--- src/rtl/sys_ctrl_pkg.sv ---
// Shared constants and state types for the UART command controller.
// Imported by the RTL and the bench so opcode values live in one place.
package sys_ctrl_pkg;

    localparam logic [7:0] CMD_WR   = 8'hAA;
    localparam logic [7:0] CMD_RD   = 8'hBB;
    localparam logic [7:0] ACK_BYTE = 8'hA5;

    typedef enum logic [2:0] {
        ST_IDLE,
        ST_WR_ADDR,
        ST_WR_DATA,
        ST_RD_ADDR,
        ST_RD_WAIT,
        ST_TX_SEND,
        ST_TX_WAIT
    } ctrl_state_t;

    typedef enum logic [1:0] {
        LS_IDLE,
        LS_SEND,
        LS_WAIT
    } launch_state_t;

endpackage

--- src/rtl/tx_launch.sv ---
// Launches one byte into the UART transmitter via its data_valid/busy handshake.
// Latency: tx_data_valid in the cycle after req when tx_busy is low, else the cycle after busy falls.
// Backpressure: holds the byte while tx_busy is high; done fires once busy is seen high after launch.
module tx_launch
    import sys_ctrl_pkg::*;
#(
    parameter int dataWidth = 8
) (
    input  logic                 clk,
    input  logic                 rst,
    input  logic                 req,
    input  logic [dataWidth-1:0] req_data,
    input  logic                 tx_busy,
    output logic [dataWidth-1:0] tx_p_data,
    output logic                 tx_data_valid,
    output logic                 done
);

    launch_state_t lst;

    // The transmitter acknowledges by raising busy; until then a relaunch is unsafe.
    assign done = (lst == LS_WAIT) && tx_busy;

    always_ff @(posedge clk or negedge rst) begin
        if (!rst) begin
            lst           <= LS_IDLE;
            tx_p_data     <= '0;
            tx_data_valid <= 1'b0;
        end else begin
            tx_data_valid <= 1'b0;
            case (lst)
                LS_IDLE: begin
                    if (req) begin
                        tx_p_data <= req_data;
                        if (!tx_busy) begin
                            tx_data_valid <= 1'b1;
                            lst           <= LS_WAIT;
                        end else begin
                            lst <= LS_SEND;
                        end
                    end
                end
                LS_SEND: begin
                    if (!tx_busy) begin
                        tx_data_valid <= 1'b1;
                        lst           <= LS_WAIT;
                    end
                end
                LS_WAIT: begin
                    if (tx_busy) begin
                        lst <= LS_IDLE;
                    end
                end
                default: lst <= LS_IDLE;
            endcase
        end
    end

endmodule

--- src/rtl/uart_sys_ctrl.sv ---
// Parses UART byte commands (0xAA wr, 0xBB rd) into single-cycle register-file strobes.
// Latency: strobes one cycle after the final frame byte; read data launched one cycle after rf_rd_valid.
// Backpressure: none on rx (bytes arriving mid-transaction are dropped with cmd_error); tx waits on tx_busy.
// UART_SYS_CTRL_WR_ACK_EN: when defined, every completed write answers with ACK_BYTE.
module uart_sys_ctrl
    import sys_ctrl_pkg::*;
#(
    parameter int dataWidth = 8,
    parameter int addrWidth = 4
) (
    input  logic                 clk,
    input  logic                 rst,
    input  logic [dataWidth-1:0] rx_p_data,
    input  logic                 rx_data_valid,
    input  logic                 tx_busy,
    output logic [dataWidth-1:0] tx_p_data,
    output logic                 tx_data_valid,
    output logic [addrWidth-1:0] rf_addr,
    output logic [dataWidth-1:0] rf_wr_data,
    output logic                 rf_wr_en,
    output logic                 rf_rd_en,
    input  logic [dataWidth-1:0] rf_rd_data,
    input  logic                 rf_rd_valid,
    output logic                 cmd_error
);

    ctrl_state_t          state;
    logic                 launch_req;
    logic [dataWidth-1:0] launch_dat;
    logic                 launch_done;

    always_comb begin
        launch_req = 1'b0;
        launch_dat = rf_rd_data;
        if (state == ST_RD_WAIT && rf_rd_valid) begin
            launch_req = 1'b1;
        end
`ifdef UART_SYS_CTRL_WR_ACK_EN
        if (state == ST_WR_DATA && rx_data_valid) begin
            launch_req = 1'b1;
            launch_dat = dataWidth'(ACK_BYTE);
        end
`endif
    end

    always_ff @(posedge clk or negedge rst) begin
        if (!rst) begin
            state      <= ST_IDLE;
            rf_addr    <= '0;
            rf_wr_data <= '0;
            rf_wr_en   <= 1'b0;
            rf_rd_en   <= 1'b0;
            cmd_error  <= 1'b0;
        end else begin
            rf_wr_en  <= 1'b0;
            rf_rd_en  <= 1'b0;
            cmd_error <= 1'b0;
            case (state)
                ST_IDLE: begin
                    if (rx_data_valid) begin
                        if (rx_p_data == dataWidth'(CMD_WR)) begin
                            state <= ST_WR_ADDR;
                        end else if (rx_p_data == dataWidth'(CMD_RD)) begin
                            state <= ST_RD_ADDR;
                        end else begin
                            cmd_error <= 1'b1;
                        end
                    end
                end
                ST_WR_ADDR: begin
                    if (rx_data_valid) begin
                        rf_addr <= rx_p_data[addrWidth-1:0];
                        state   <= ST_WR_DATA;
                    end
                end
                ST_WR_DATA: begin
                    if (rx_data_valid) begin
                        rf_wr_data <= rx_p_data;
                        rf_wr_en   <= 1'b1;
`ifdef UART_SYS_CTRL_WR_ACK_EN
                        state      <= ST_TX_SEND;
`else
                        state      <= ST_IDLE;
`endif
                    end
                end
                ST_RD_ADDR: begin
                    if (rx_data_valid) begin
                        rf_addr  <= rx_p_data[addrWidth-1:0];
                        rf_rd_en <= 1'b1;
                        state    <= ST_RD_WAIT;
                    end
                end
                ST_RD_WAIT: begin
                    if (rx_data_valid) begin
                        cmd_error <= 1'b1;
                    end
                    if (rf_rd_valid) begin
                        state <= ST_TX_SEND;
                    end
                end
                ST_TX_SEND, ST_TX_WAIT: begin
                    if (rx_data_valid) begin
                        cmd_error <= 1'b1;
                    end
                    // Busy may rise during the launch pulse itself, skipping TX_WAIT.
                    if (launch_done) begin
                        state <= ST_IDLE;
                    end else if (state == ST_TX_SEND && tx_data_valid) begin
                        state <= ST_TX_WAIT;
                    end
                end
                default: state <= ST_IDLE;
            endcase
        end
    end

    tx_launch #(
        .dataWidth(dataWidth)
    ) u_tx_launch (
        .clk          (clk),
        .rst          (rst),
        .req          (launch_req),
        .req_data     (launch_dat),
        .tx_busy      (tx_busy),
        .tx_p_data    (tx_p_data),
        .tx_data_valid(tx_data_valid),
        .done         (launch_done)
    );

endmodule

--- config.mk ---
export PLATFORM = sky130hd
export DESIGN_NAME = uart_sys_ctrl
export DESIGN_NICKNAME = d
export VERILOG_FILES = /design/src/rtl/sys_ctrl_pkg.sv /design/src/rtl/tx_launch.sv /design/src/rtl/uart_sys_ctrl.sv
export SDC_FILE = /design/constraint.sdc
export NUM_CORES = 1
export LEC_CHECK = 0
export CAP_MARGIN = 15
export CELL_PAD_IN_SITES_DETAIL_PLACEMENT = 0
export CELL_PAD_IN_SITES_GLOBAL_PLACEMENT = 2
export CORE_MARGIN = 3
export CORE_UTILIZATION = 30
export CTS_CLUSTER_SIZE = 30
export DETAILED_ROUTE_END_ITERATION = 12
export GPL_TIMING_DRIVEN = 0
export HOLD_SLACK_MARGIN = 0.1
export PLACE_DENSITY = 0.85
export SLEW_MARGIN = 5
export SYNTH_ARGS = -nofsm -noshare
export SYNTH_HDL_FRONTEND = slang
export SYNTH_SLANG_ARGS = --single-unit
--- constraint.sdc ---
create_clock -name clk -period 3.45 [get_ports clk]
set_input_delay 0.8625 -clock clk [delete_from_list [all_inputs] [get_ports clk]]
set_output_delay 0.8625 -clock clk [all_outputs]
set_load 0.05 [all_outputs]
==> run summary, run 1 <==
Post-Synthesis Cells: 93
Vias: 910
Clk slew on worst S/H paths: 0.07 ns
Reg2reg path depth: 5
Final Setup Violations: 0
Post-cts gate resize count: 0
GP Congestion: 0.8365
P_leak: 0.0007968 uW
Synth top area share: 0.5743
Period utilisation layout: 0.6722
Data arrival, critical path: 1.46 ns
Post-synth top area cell: dfrtp_1
GRT Overall Usage: 0.1184
Slowest stage delay, CP: 0.82 ns
Vias in the first global route: 986
# placed instances: 186
Die Y: 70.90 microns
Hold Path End: rf_addr[1]$_DFFE_PN0P_
Crit path max-delay family: buffers and inverters
DIE AREA: 5027 sq um
Clock Skew: 0.004954 ns
First-pass GRT wire length: 4664 microns
RR Startpoint: state[0]$_DFFE_PN0P_
Register area share after synthesis: 0.5743
Min Clock Period, post-route: 2.319 ns
Syn avg cell area: 13.59 sq um
Synth async-reset ratio: 1.000
RSZ-0062 raised after global routing: false
Reg2reg setup slack: 1.73 ns
Synth cell types: 33
Pre-CTS setup slack: 0.9124 ns
Die width: 70.90 microns
Port bufs: 44
Crit path max-delay cell type: clkdlybuf4s50_1
CTS Buf Count: 5
Slew HR: 0.5424
Layout cells sized above 1: 0.2808
Starting Density: 0.3279
Critical Path End Type: output port
# Max-Cap Violations: 0
Fin Setup TNS: 0 ns
Total Nets Final: 166
Area grow syn2layout: 49.80%
# diodes: 0
Synth warn: 0
Final ANT Viol Nets: 0
Main flop type after synthesis: dfrtp_1
Clk_lat worst skew: 0.28 ns
Syn_nets: 114
Post-synth EDFFs: 0
Worst path bufs/invs: 1
Max H-tree Level: 2
Crit-path cells: clkdlybuf4s50_1
Mapped Area: 1264 sq um
Post-CTS Hold Buffers: 0
Req. time, crit path: 2.59 ns
Top achievable clock speed: 431.2 MHz
Total setup buffers inserted after CTS: 0
Max Slew Vio Count: 0
Worst reg2reg path endpoint: rf_wr_data[2]$_DFFE_PN0P_
Clock Root Buffer: clkbuf_8
HP Class: register to register
DR vias/cell: 4.691
Final Hold Violating Endpoints: 0
Drt total wl: 2679 microns
Core area: 3854 sq um
CTS Buffer Depth: 2
Hold path depth: 1
Remaining DRCs: 0
Slew @ Worst Pin: 0.6842 ns
Largest net degree at the start of global routing: 18
Power Density: 1071 nW/um^2
Startpoint Class: register
CTS tree: built
Peak supply drop: 0.5013 mV
WS Path Type: register to output port
Worst-path maximum fanout: 2
HP Start: rf_addr[1]$_DFFE_PN0P_
Post-DP HPWL: 2082 microns
First-pass DRT Iterations: 4
WL/cell: 13.81 microns
Clock sinks: 29
Total congestion overflow: 0
I/O Pins: 45
Iter 0 DRT Violations: 30
Non-filler cells, final: 194
Main area contributors after synthesis: dfrtp_1 (57%), mux2_2 (18%), nor2_1 (1.5%)
Antenna violations before repair: 0
Row count: 22
Worst setup margin: 1.131 ns
Status: finished, final reports clean
#FFs+latches synth: 29
==> cell families (layout without fill, tap and decap cells) <==
| kind of cell | after synthesis | after routing | share of synthesized area |
|---|---|---|---|
| adders and majority gates | 1 | 1 | 0.007921 |
| AOI/OAI and AO/OA | 13 | 13 | 0.07624 |
| muxes | 21 | 21 | 0.1901 |
| buffers and inverters | 5 | 58 | 0.02574 |
| DFF | 29 | 29 | 0.5743 |
| xor gates and xnor gates | 1 | 1 | 0.006932 |
| and+or+nand+nor | 23 | 23 | 0.1188 |
==> report_power, final <==
part	total [uW]	switching (uW)	internal [uW]
Sequential	569	75.0	493
Clock	309	129	180
Combinational	1150	694	457
Total	2030	898	1130
==> through the flow <==
step	total power, uW	util	hold slack [ns]	instance area (sq um)
after floorplan	1362	-	0.4800	1264
after global placement	1716	0.4578	0.4888	1764
after detailed placement	1733	0.4649	0.4938	1792
after CTS	2057	0.4912	0.5086	1893
after global routing	2139	0.4912	0.5171	1893
final	2028	0.4912	0.5034	1893
==> synthesized netlist by cell type (all sizes together), types with 2 or more instances <==
cell type and count:
a211oi 2, a21oi 2, a31oi 3, and3 2, buf 4, dfrtp 29
mux2 21, nand2 2, nor2 5, nor2b 2, nor3 2, nor3b 2
o21ai 2, o21bai 2, or3 3
==> per-layer routing <==
layer | vias to the layer above | track usage | routed length [microns]
li1 | 440 | - | -
met1 | 442 | 0.1370 | 1098
met2 | 26 | 0.1936 | 1380
met3 | 2 | 0.05682 | 183
met4 | 0 | 0.03758 | 18
met5 | - | 0 | 0
==> layout by cell type (no fill, tap or decap), types with 2 or more instances in the layout <==
cell type and instances:
clkdlybuf4s50_1 44, dfrtp_1 29, mux2_2 20, clkbuf_8 7
nor2_1 5, buf_2 2, nor3_1 2, nor2b_1 2
a31oi_1 2, o21bai_1 2, or3_1 2, a21oi_1 2
o21ai_0 2, nand2_1 2
==> area by class of cell <==
cell class | count | area (sq um)
well taps | 48 | 60.06
fillers | 343 | 1961
flip-flops and latches | 29 | 725.7
inverters | 1 | 3.754
clock buffers | 7 | 96.34
repair buffers | 45 | 467.9
clock inverters | 1 | 5.005
plain buffers | 4 | 28.78
multi-input cells | 59 | 505.5
==> state kept, by name (all words and copies together), names as in the netlist <==
register	cells
rf_wr_data	8
u_tx_launch.tx_p_data	8
rf_addr	4
state	3
u_tx_launch.lst	2
cmd_error	1
rf_rd_en	1
rf_wr_en	1
u_tx_launch.tx_data_valid	1
==> how the worst max path moves through the flow <==
stage | startpoint | end | slack (ns) | cells past startpoint
final | rf_wr_data[0]$_DFFE_PN0P_ | rf_wr_data[0] | 1.13 | 1
after global routing | u_tx_launch.tx_p_data[3]$_DFFE_PN0P_ | tx_p_data[3] | 1.07 | 1
after CTS | rf_wr_data[0]$_DFFE_PN0P_ | rf_wr_data[0] | 1.11 | 1
after detailed placement | rx_p_data[1] | state[0]$_DFFE_PN0P_ | 0.91 | 5
after global placement | rx_p_data[1] | state[0]$_DFFE_PN0P_ | 0.91 | 5
after floorplan | rx_p_data[2] | state[0]$_DFFE_PN0P_ | 1.47 | 4
Power figures use the tool's default switching activity.
==> run 2, diff against run 1 <==
CORE_UTILIZATION = 25   (was 30)
PLACE_DENSITY = 0.76   (was 0.85)
clock period = 1.95 ns   (was 3.45 ns; I/O delays follow)
==> run summary, run 2 (same netlist as run 1, synthesis figures left out) <==
Clk_lat worst skew: 0.27 ns
Worst-path maximum fanout: 2
First-pass GRT wire length: 4823 microns
Vias in the first global route: 1001
CTS Buffer Depth: 2
Post-CTS Hold Buffers: 0
Max H-tree Level: 2
Fin util: 0.4008
First-pass DRT Iterations: 4
Reg2reg setup slack: 0.22 ns
Die width: 77.10 microns
RSZ-0062 raised after global routing: false
Biggest regs: rf_wr_data (8), u_tx_launch.tx_p_data (8), rf_addr (4)
I/O Pins: 45
Fill count: 475
WL/cell: 13.08 microns
Data arrival, critical path: 1.42 ns
Die Y: 77.10 microns
Placed cell area: 1815 sq um
Drt total wl: 2786 microns
Crit path max-delay cell type: clkdlybuf4s50_1
Core area: 4817 sq um
Largest net degree at the start of global routing: 18
# Max-Cap Violations: 0
GP Congestion: 0.6730
Final Hold Violating Endpoints: 0
Slew @ Worst Pin: 0.6889 ns
DIE AREA: 5944 sq um
Worst path bufs/invs: 1
Power Density: 1802 nW/um^2
Port bufs: 44
RR Startpoint: state[0]$_DFFE_PN0P_
Post-cts gate resize count: 0
Worst reg2reg path endpoint: rf_wr_data[5]$_DFFE_PN0P_
Row count: 25
Antenna violations before repair: 0
Status: finished, final reports clean
Total congestion overflow: 0
# diodes: 0
Slowest stage delay, CP: 0.80 ns
Hold Path End: u_tx_launch.tx_p_data[2]$_DFFE_PN0P_
Post-DP HPWL: 2190 microns
Final ANT Viol Nets: 0
Remaining DRCs: 0
P_leak: 0.0009255 uW
Total Nets Final: 166
Crit path max-delay family: buffers and inverters
Iter 0 DRT Violations: 50
CTS Buf Count: 5
Min Clock Period, post-route: 1.906 ns
Clk slew on worst S/H paths: 0.06 ns
Commonest non-fill, non-tap cell in the layout: clkdlybuf4s50_1
GRT Overall Usage: 0.1053
Pre-CTS setup slack: -0.2222 ns
Slew HR: 0.5393
Top achievable clock speed: 524.6 MHz
Final Total Pwr: 3479 uW
CTS tree: built
Critical Path End Type: output port
Total setup buffers inserted after CTS: 0
WS Path Type: register to output port
Max Slew Vio Count: 0
Startpoint Class: register
Worst setup margin: 0.04395 ns
Layout cells sized above 1: 0.2671
HP Class: register to register
Area grow syn2layout: 52.77%
Post-route cell area: 1931 sq um
DR vias/cell: 4.239
Hold path depth: 1
Crit-path cells: clkdlybuf4s50_1
Clock Root Buffer: clkbuf_8
Clock sinks: 29
Clock Skew: 0.004082 ns
Final Setup Violations: 0
Peak supply drop: 0.7558 mV
HP Start: u_tx_launch.tx_p_data[2]$_DFFE_PN0P_
Req. time, crit path: 1.46 ns
Reg2reg path depth: 5
Period utilisation layout: 0.9775
Starting Density: 0.2623
Vias: 903
Most frequent cells in the layout: clkdlybuf4s50_1 (31), dfrtp_1 (29), mux2_2 (20), dlymetal6s2s_1 (13)
run 2: worst max-delay path by stage:
stage	slack, ns	depth (start not counted)	endpoint	from
final	0.04	1	tx_p_data[6]	u_tx_launch.tx_p_data[6]$_DFFE_PN0P_
after global placement	-0.21	5	state[0]$_DFFE_PN0P_	rx_p_data[2]
after global routing	0.0003	1	tx_p_data[6]	u_tx_launch.tx_p_data[6]$_DFFE_PN0P_
after floorplan	0.19	4	state[0]$_DFFE_PN0P_	u_tx_launch.tx_data_valid$_DFF_PN0_
after CTS	0.004	1	tx_p_data[3]	u_tx_launch.tx_p_data[3]$_DFFE_PN0P_
after detailed placement	-0.22	5	state[0]$_DFFE_PN0P_	rx_p_data[3]
run 2: cell type report:
class | instances | area [sq um] | share of cell area
Sequential cell | 29 | 725.7 | 0.3759
Multi-Input combinational cell | 59 | 508.0 | 0.2631
Timing Repair Buffer | 45 | 500.5 | 0.2592
Tap cell | 67 | 83.83 | 0.04342
Clock buffer | 8 | 80.08 | 0.04148
Buffer | 4 | 28.78 | 0.01491
Inverter | 1 | 3.754 | 0.001944
run 2: metrics by stage:
| stage | setup TNS [ns] | hold WS (ns) | instances |
|---|---|---|---|
| after floorplan | 0 | 0.1919 | 93 |
| after global placement | -2.376 | 0.4914 | 204 |
| after detailed placement | -0.2650 | 0.4943 | 205 |
| after CTS | 0 | 0.5078 | 213 |
| after global routing | 0 | 0.5201 | 213 |
| final | 0 | 0.4974 | 213 |
run 2: where the power goes:
part	total, uW	internal, uW	switching, uW	leakage (uW)
Sequential	995	873	122	0.000358
Clock	458	253	205	0.0000395
Combinational	2030	795	1230	0.000528
run 2: routing by layer:
layer / track usage / part of all wire / up-vias
met5: 0 / 0 / -
met4: 0.05694 / 0.017 / 0
met3: 0.02817 / 0.041 / 4
met2: 0.1664 / 0.51 / 21
met1: 0.1304 / 0.43 / 437
li1: - / - / 441
